**src/rtl/mux_writedata_pipe.sv**
```systemverilog
// mux_writedata_pipe: registered source selector feeding a valid/ready port through a 2-entry skid buffer,
// with default substitution and sticky/counted reporting of out-of-range selectors.
module mux_writedata_pipe #(
    parameter int WIDTH = 32,
    parameter int NUM_INPUTS = 6,
    parameter int SEL_WIDTH = 3,
    parameter logic [WIDTH-1:0] DEFAULT_VALUE = '0,
    parameter int CNT_WIDTH = 8
) (
    input  logic                        clk,
    input  logic                        reset,
    input  logic [NUM_INPUTS*WIDTH-1:0] data_in,
    input  logic [SEL_WIDTH-1:0]        selector,
    input  logic                        in_valid,
    output logic                        in_ready,
    output logic                        out_valid,
    input  logic                        out_ready,
    output logic [WIDTH-1:0]            output_final,
    output logic [SEL_WIDTH-1:0]        out_sel,
    output logic                        out_illegal,
    input  logic                        flush,
    input  logic                        err_clear,
    output logic                        err_sticky,
    output logic [CNT_WIDTH-1:0]        illegal_count
);
    localparam int E = WIDTH + SEL_WIDTH + 1;
    localparam logic [1:0] EMPTY = 2'd0, ONE = 2'd1, FULL = 2'd2;
    logic [1:0] state;
    logic [E-1:0] head, skid, entry;
    logic [WIDTH-1:0] srcs [2**SEL_WIDTH];
    logic [2**SEL_WIDTH-1:0] legal;
    logic in_fire, out_fire;
    // Every selector code maps to a table slot; codes past NUM_INPUTS hold the default word.
    for (genvar i = 0; i < 2**SEL_WIDTH; i++) begin : g_src
        if (i < NUM_INPUTS) begin : g_in
            assign srcs[i] = data_in[i*WIDTH +: WIDTH];
            assign legal[i] = 1'b1;
        end else begin : g_def
            assign srcs[i] = DEFAULT_VALUE;
            assign legal[i] = 1'b0;
        end
    end
    assign in_ready = state != FULL;
    assign out_valid = state != EMPTY;
    assign in_fire = in_valid & in_ready;
    assign out_fire = out_valid & out_ready;
    assign entry = {srcs[selector], selector, ~legal[selector]};
    assign {output_final, out_sel, out_illegal} = head;
    always_ff @(posedge clk or negedge reset) begin
        if (!reset) begin
            state <= EMPTY;
            head <= '0;
            skid <= '0;
        end else if (flush) begin
            state <= EMPTY;
        end else begin
            case (state)
                EMPTY: if (in_fire) begin
                    state <= ONE;
                    head <= entry;
                end
                ONE: if (in_fire && out_fire) begin
                    head <= entry;
                end else if (in_fire) begin
                    state <= FULL;
                    skid <= entry;
                end else if (out_fire) begin
                    state <= EMPTY;
                end
                FULL: if (out_fire) begin
                    state <= ONE;
                    head <= skid;
                end
                default: state <= EMPTY;
            endcase
        end
    end
    // An illegal accept wins over a simultaneous clear, restarting the count at one.
    always_ff @(posedge clk or negedge reset) begin
        if (!reset) begin
            err_sticky <= 1'b0;
            illegal_count <= '0;
        end else if (in_fire && !legal[selector]) begin
            err_sticky <= 1'b1;
            illegal_count <= err_clear ? CNT_WIDTH'(1) : (&illegal_count ? illegal_count : illegal_count + 1'b1);
        end else if (err_clear) begin
            err_sticky <= 1'b0;
            illegal_count <= '0;
        end
    end
endmodule

```
**config.mk**
```make
export PLATFORM = sky130hd
export DESIGN_NAME = mux_writedata_pipe
export DESIGN_NICKNAME = d
export VERILOG_FILES = /design/src/rtl/mux_writedata_pipe.sv
export SDC_FILE = /design/constraint.sdc
export NUM_CORES = 1
export LEC_CHECK = 0
export CORE_MARGIN = 8
export CORE_UTILIZATION = 37
export CTS_CLUSTER_SIZE = 28
export DETAILED_ROUTE_END_ITERATION = 8
export HOLD_SLACK_MARGIN = 0.08
export PLACE_DENSITY = 0.78
export REMOVE_ABC_BUFFERS = 1
export SLEW_MARGIN = 20
export SYNTH_ARGS = -nofsm -noshare
export SYNTH_HDL_FRONTEND = slang
export SYNTH_SLANG_ARGS = --single-unit
export TNS_END_PERCENT = 5
```
**constraint.sdc**
```tcl
create_clock -name clk -period 1.7 [get_ports clk]
set_input_delay 0.51 -clock clk [delete_from_list [all_inputs] [get_ports clk]]
set_output_delay 0.51 -clock clk [all_outputs]
set_load 0.005 [all_outputs]
```
* After elaboration in Yosys (flattened, before gate mapping)
Memories as Yosys holds them, arrays and structs flattened.
Index checks and enable logic that the tools add are counted.
** Cells by class
- Bitwise logic cells :: 6
- Reductions and logical operators :: 12
- Magnitude comparators :: 2
- Add/sub/neg operators :: 1
- Muxes and demuxes :: 21
- Equal/unequal tests :: 11
** Operators with widths (count)
- 36-bit two-way mux :: 3
- 36-bit case mux with 3 select lines :: 1
- 32-bit binary-select mux with 3-bit select :: 1
- 32-bit two-way mux :: 2
- 8-bit two-way mux :: 4
- 2-bit two-way mux :: 6
- 2-bit inequality test (second input constant) :: 5
- 3-bit inequality test (second input constant) :: 3
- 8-bit by 1-bit adder with 8-bit output (second input constant) :: 1
- 4-bit AND reduction :: 2
- 8-bit AND reduction :: 1
- 2-bit case mux with 3 select lines :: 1
- 5-bit AND reduction :: 1
- 4-bit >= comparator (second input constant) :: 1
- 3-bit by 4-bit < comparator with 1-bit output (second input constant) :: 1
- 4-bit inequality test (second input constant) :: 1
- 3-bit inverter with 4-bit output :: 1
- 2-bit nonzero test :: 2
- 1-bit two-way mux :: 3
- 1-bit inverter :: 3
- 3-bit nonzero test :: 1
- 1-bit bitwise AND :: 2
- 2-bit by 1-bit equality test with 1-bit output (second input constant) :: 1
- 2-bit equality test (second input constant) :: 1
- other kinds (4) :: 5
** Storage, ports and cells
- Memories :: 1
- Output and inout port bits :: 47
- Input bits :: 201
- Logic and storage cells :: 59
- Bits in read-only memories :: 8
- Flip-flop bits (word level) :: 83
** Memory list
- (name not given) :: depth 8, width 1, read ports 1, clocked after Yosys merged registers in 0, write ports 0, RTL line 83 : end else if (in_fire && !legal[selector]) begin

* Longest topological paths before layout
- Depth in word-level cells :: 7
- Mapped depth :: 7
- Depth with buffers taken out :: 5

* Worst setup path after synthesis
No wires, ideal clock.
- Path kind :: in2reg
- Start :: input selector[1]
- End :: register illegal_count[4]
- Cell stages on the path :: 5
- Setup time :: 125 ps
- Data arrival time :: 1608 ps
- Setup slack :: -32 ps
- Path buffers :: 2
- Data required time :: 1575 ps
- Path through :: buf_2 -> buf_4 -> nand4_1 -> nor4b_1 -> mux2_2
** On the way
- Word-level cells in the longest chain between the ends :: 6
- Elaborated cells between the ends (all ways) :: 7
- Classes of those cells :: 2 x mux; 4 x reduce/logical; 1 x memory
** Ends and longest elaborated chain
- start: declaration :: RTL line 13 : input logic [SEL_WIDTH-1:0] selector,
- memory read 8 x 1 bit (*)
- 1-bit two-way mux (not written as such) (*) :: RTL line 83
- 1-bit zero test (*) :: RTL line 83
- 1-bit logical AND (*) :: RTL line 83
- 2-bit nonzero test (no line)
- 2-bit AND reduction (no line)
- end signal: assignment :: RTL line 85 : illegal_count <= err_clear ? CNT_WIDTH'(1) : (&illegal_count ? illegal_count : illegal_count + 1'b1);
- end: declaration :: RTL line 24 : output logic [CNT_WIDTH-1:0] illegal_count
Mark *: on every way between the ends. The rest lies on a longest branch, timed or not. The select of a mux whose other input is x is not followed.
A chain may end at the register's enable or synchronous reset.

* Worst setup path in the final report
- Start :: register state[0]
- End :: output out_valid
** On the way
- Word-level cells in the longest chain between the ends :: 1
** Ends and longest elaborated chain
- start: declaration :: RTL line 28 : logic [1:0] state;
- start signal: assignment :: RTL line 51 : state <= EMPTY;
- start signal: assignment :: RTL line 55 : state <= EMPTY;
- start signal: assignment :: RTL line 59 : state <= ONE;
- 2-bit nonzero test :: RTL line 44 : assign out_valid = state != EMPTY;
- end: declaration :: RTL line 16 : output logic out_valid,
Every way passes these cells.

==> impl_metrics.tcl <==
set metrics [dict create \
    cts_root_buf "clkbuf_16" \
    ys_ff_latch 83 \
    die_area_um2 17450 \
    wl_met1_um 7794 \
    synth_edf_count 0 \
    synth_cell_type_count 36 \
    finalSetupViolCount 0 \
    synthFlopType "dfrtp_1" \
    grt_pass1_wl_um 29510 \
    final-hold-violation-count 0 \
    gr-total-overflow 0 \
    layout-drive-gt1-share 0.1216 \
    period_needed_ps 1681 \
    die_w_um 132.1 \
    crit_cells 2 \
    cts_sinks 83 \
    drt_iter0_drc 430 \
    io_buffers 247 \
    wl_per_cell_um 18.32 \
    ys_seq_area_frac 0.4164 \
    via_count 5259 \
    max_stage_delay_ps 420 \
    reg2reg_from "illegal_count[5]" \
    grt_pass1_vias 5764 \
    clkTransAtPathRegs_ps 60 \
    wl_met2_um 9335 \
    r2r_cells 5 \
    cp_slowest_cell "dfrtp_1" \
    ir_drop_uv 552.8 \
    crit_fanout 3 \
    fill_cells 1063 \
    rsz0062_at_grt "true" \
    synth_top_area_cell "dfrtp_1" \
    syn_area_per_cell_um2 8.798 \
    wl_um 18600 \
    drv_slew 0 \
    crit_required_ps 1190 \
    pre_cts_slack_ps -530.5 \
    grt.total_usage 0.2066 \
    ant_nets 0 \
    crit_arrival_ps 1170 \
    final_util 0.6307 \
    wl_met3_um 1205 \
    crit_start "state[0]" \
    slew_headroom 0.6928 \
    synthArstFlopShare 1.000 \
    drt-pass1-iter-count 5 \
    cp_num_buf_inv 1 \
    core_um2 13190 \
    fin_skew_ps 9.072 \
    whs_ps 197.4 \
    clock_latency_ps 330 \
    critPathTopFamily "flip-flops" \
    status "complete, no violations" \
    cts_tree "yes" \
    period_share 0.9890 \
    cp-end-kind "output port" \
    num_rows 42 \
    crit_path_cell_trace "or2_2 > buf_2" \
    maxCapViolCount 0 \
    path_class "reg -> out" \
    cts_max_level 3 \
    power_leakage_nw 3.742 \
    fmax_mhz 594.8 \
    grt_max_degree 84 \
    layout.nets 1036 \
    drc 0 \
    synth.area.top_cells "dfrtp_1, mux2i_1, nand2_1" \
    worstMarginPinSlew_ps 460.8 \
    place_congestion 0.8960 \
    dpl.hpwl_um 14430 \
    antenna_found_initial 0 \
    n_antenna_cell 0 \
    cts_hold_buf 0 \
    hp-class "in -> async" \
    yosys.area.top_type_share 0.4164 \
    vias_per_cell 5.181 \
    finalWorstSetupSlack_ps 18.64 \
    ios 248 \
    final_area_um2 8319 \
    placed_area_um2 7999 \
    yosys-top-cells-count "mux2i_1, dfrtp_1, nand2_1" \
    highest_layer "met4" \
    yosys_warnings 0 \
    yosysMostFrequentCell "mux2i_1" \
    worstSetupStartpointType "flop" \
    synthCells 567 \
    die_h_um 132.1 \
    cts.path.max_buffers 2 \
    cts_made_buffers 9 \
    p_per_area_nw_per_um2 734.9 \
    synth_area_um2 4989 \
    synthToLayoutAreaGrowth_pct 66.77 \
    start_util 0.3782 \
]
==> flip-flops by register name, summed over array words and instances (netlist names) <==
signal,count
skid,36
illegal_count,8
state,2
head,36
err_sticky,1
==> worst paths after layout <==
path                                         end  slack, ps
worst min register to register          skid[21]        480
worst max-delay path                   out_valid         20
worst min-delay path                    skid[14]        200
max in group asynchronous               skid[27]       1130
worst max register to register  illegal_count[6]         30
min in group clk                        skid[21]        480
==> through the flow <==
step           total power (W)  cells  setup TNS (ps)
2_1_floorplan         0.003204    523          -48120
3_3_place_gp          0.004452    991          -30180
3_5_place_dp          0.004540    991          -36970
4_1_cts               0.006188   1015          -16.43
5_1_grt               0.006463   1015          -151.3
6_report              0.006114   1015               0
==> cell usage in the layout (no fill, tap or decap), drive strengths merged, types with 4 or more instances in the layout <==
| cell type | instances |
|---|---|
| nand2 | 77 |
| dfrtp | 83 |
| nand3 | 36 |
| a21oi | 11 |
| mux2i | 96 |
| o22ai | 32 |
| dlygate4sd2 | 48 |
| nor2 | 75 |
| clkdlybuf4s50 | 193 |
| nor3 | 4 |
| o211ai | 32 |
| buf | 57 |
| inv | 4 |
| clkbuf | 14 |
| nor2b | 4 |
| mux2 | 6 |
| o21ai | 37 |
==> kinds of logic (layout without fill, tap and decap cells) <==
group                    Yosys count  in the layout  synth area share
AO/OA/AOI/OAI                    119            119            0.1472
buffers and inverters             48            320           0.04138
multiplexers                     102            102            0.2062
flip-flops                        83             83            0.4164
AND/OR/NAND/NOR                  214            214            0.1864
adder cells (fa/ha/maj)            1              1          0.002508
==> routing by layer <==
layer,vias up,GRT usage
li1,2557,-
met1,2463,0.2441
met2,224,0.3638
met3,15,0.05450
met4,0,0.04978
met5,-,0
==> where the power goes <==
part | switching, W | leakage, nW | internal (W) | total, W
logic | 0.000786 | 2.55 | 0.00103 | 0.00182
clock network | 0.000759 | 0.119 | 0.000989 | 0.00175
registers | 0.000198 | 1.08 | 0.00235 | 0.00255
==> layout make-up <==
cell class,count,area (um^2),area share
Multi-Input combinational cell,436,2785,0.3348
Tap cell,176,220.2,0.02647
Inverter,4,17.52,0.002106
Clock buffer,12,236.5,0.02843
Sequential cell,83,2077,0.2497
Timing Repair Buffer,300,2955,0.3552
Clock inverter,4,27.53,0.003309
==> repair_timing <==
action / in CTS / in global routing
pin swaps: 1 / 3
endpoints found under the setup margin: 124 / 24
gates cloned: 0 / 0
gates resized for setup: 65 / 10
buffers inserted: 8 / 0
Power figures use the tool's default switching activity.
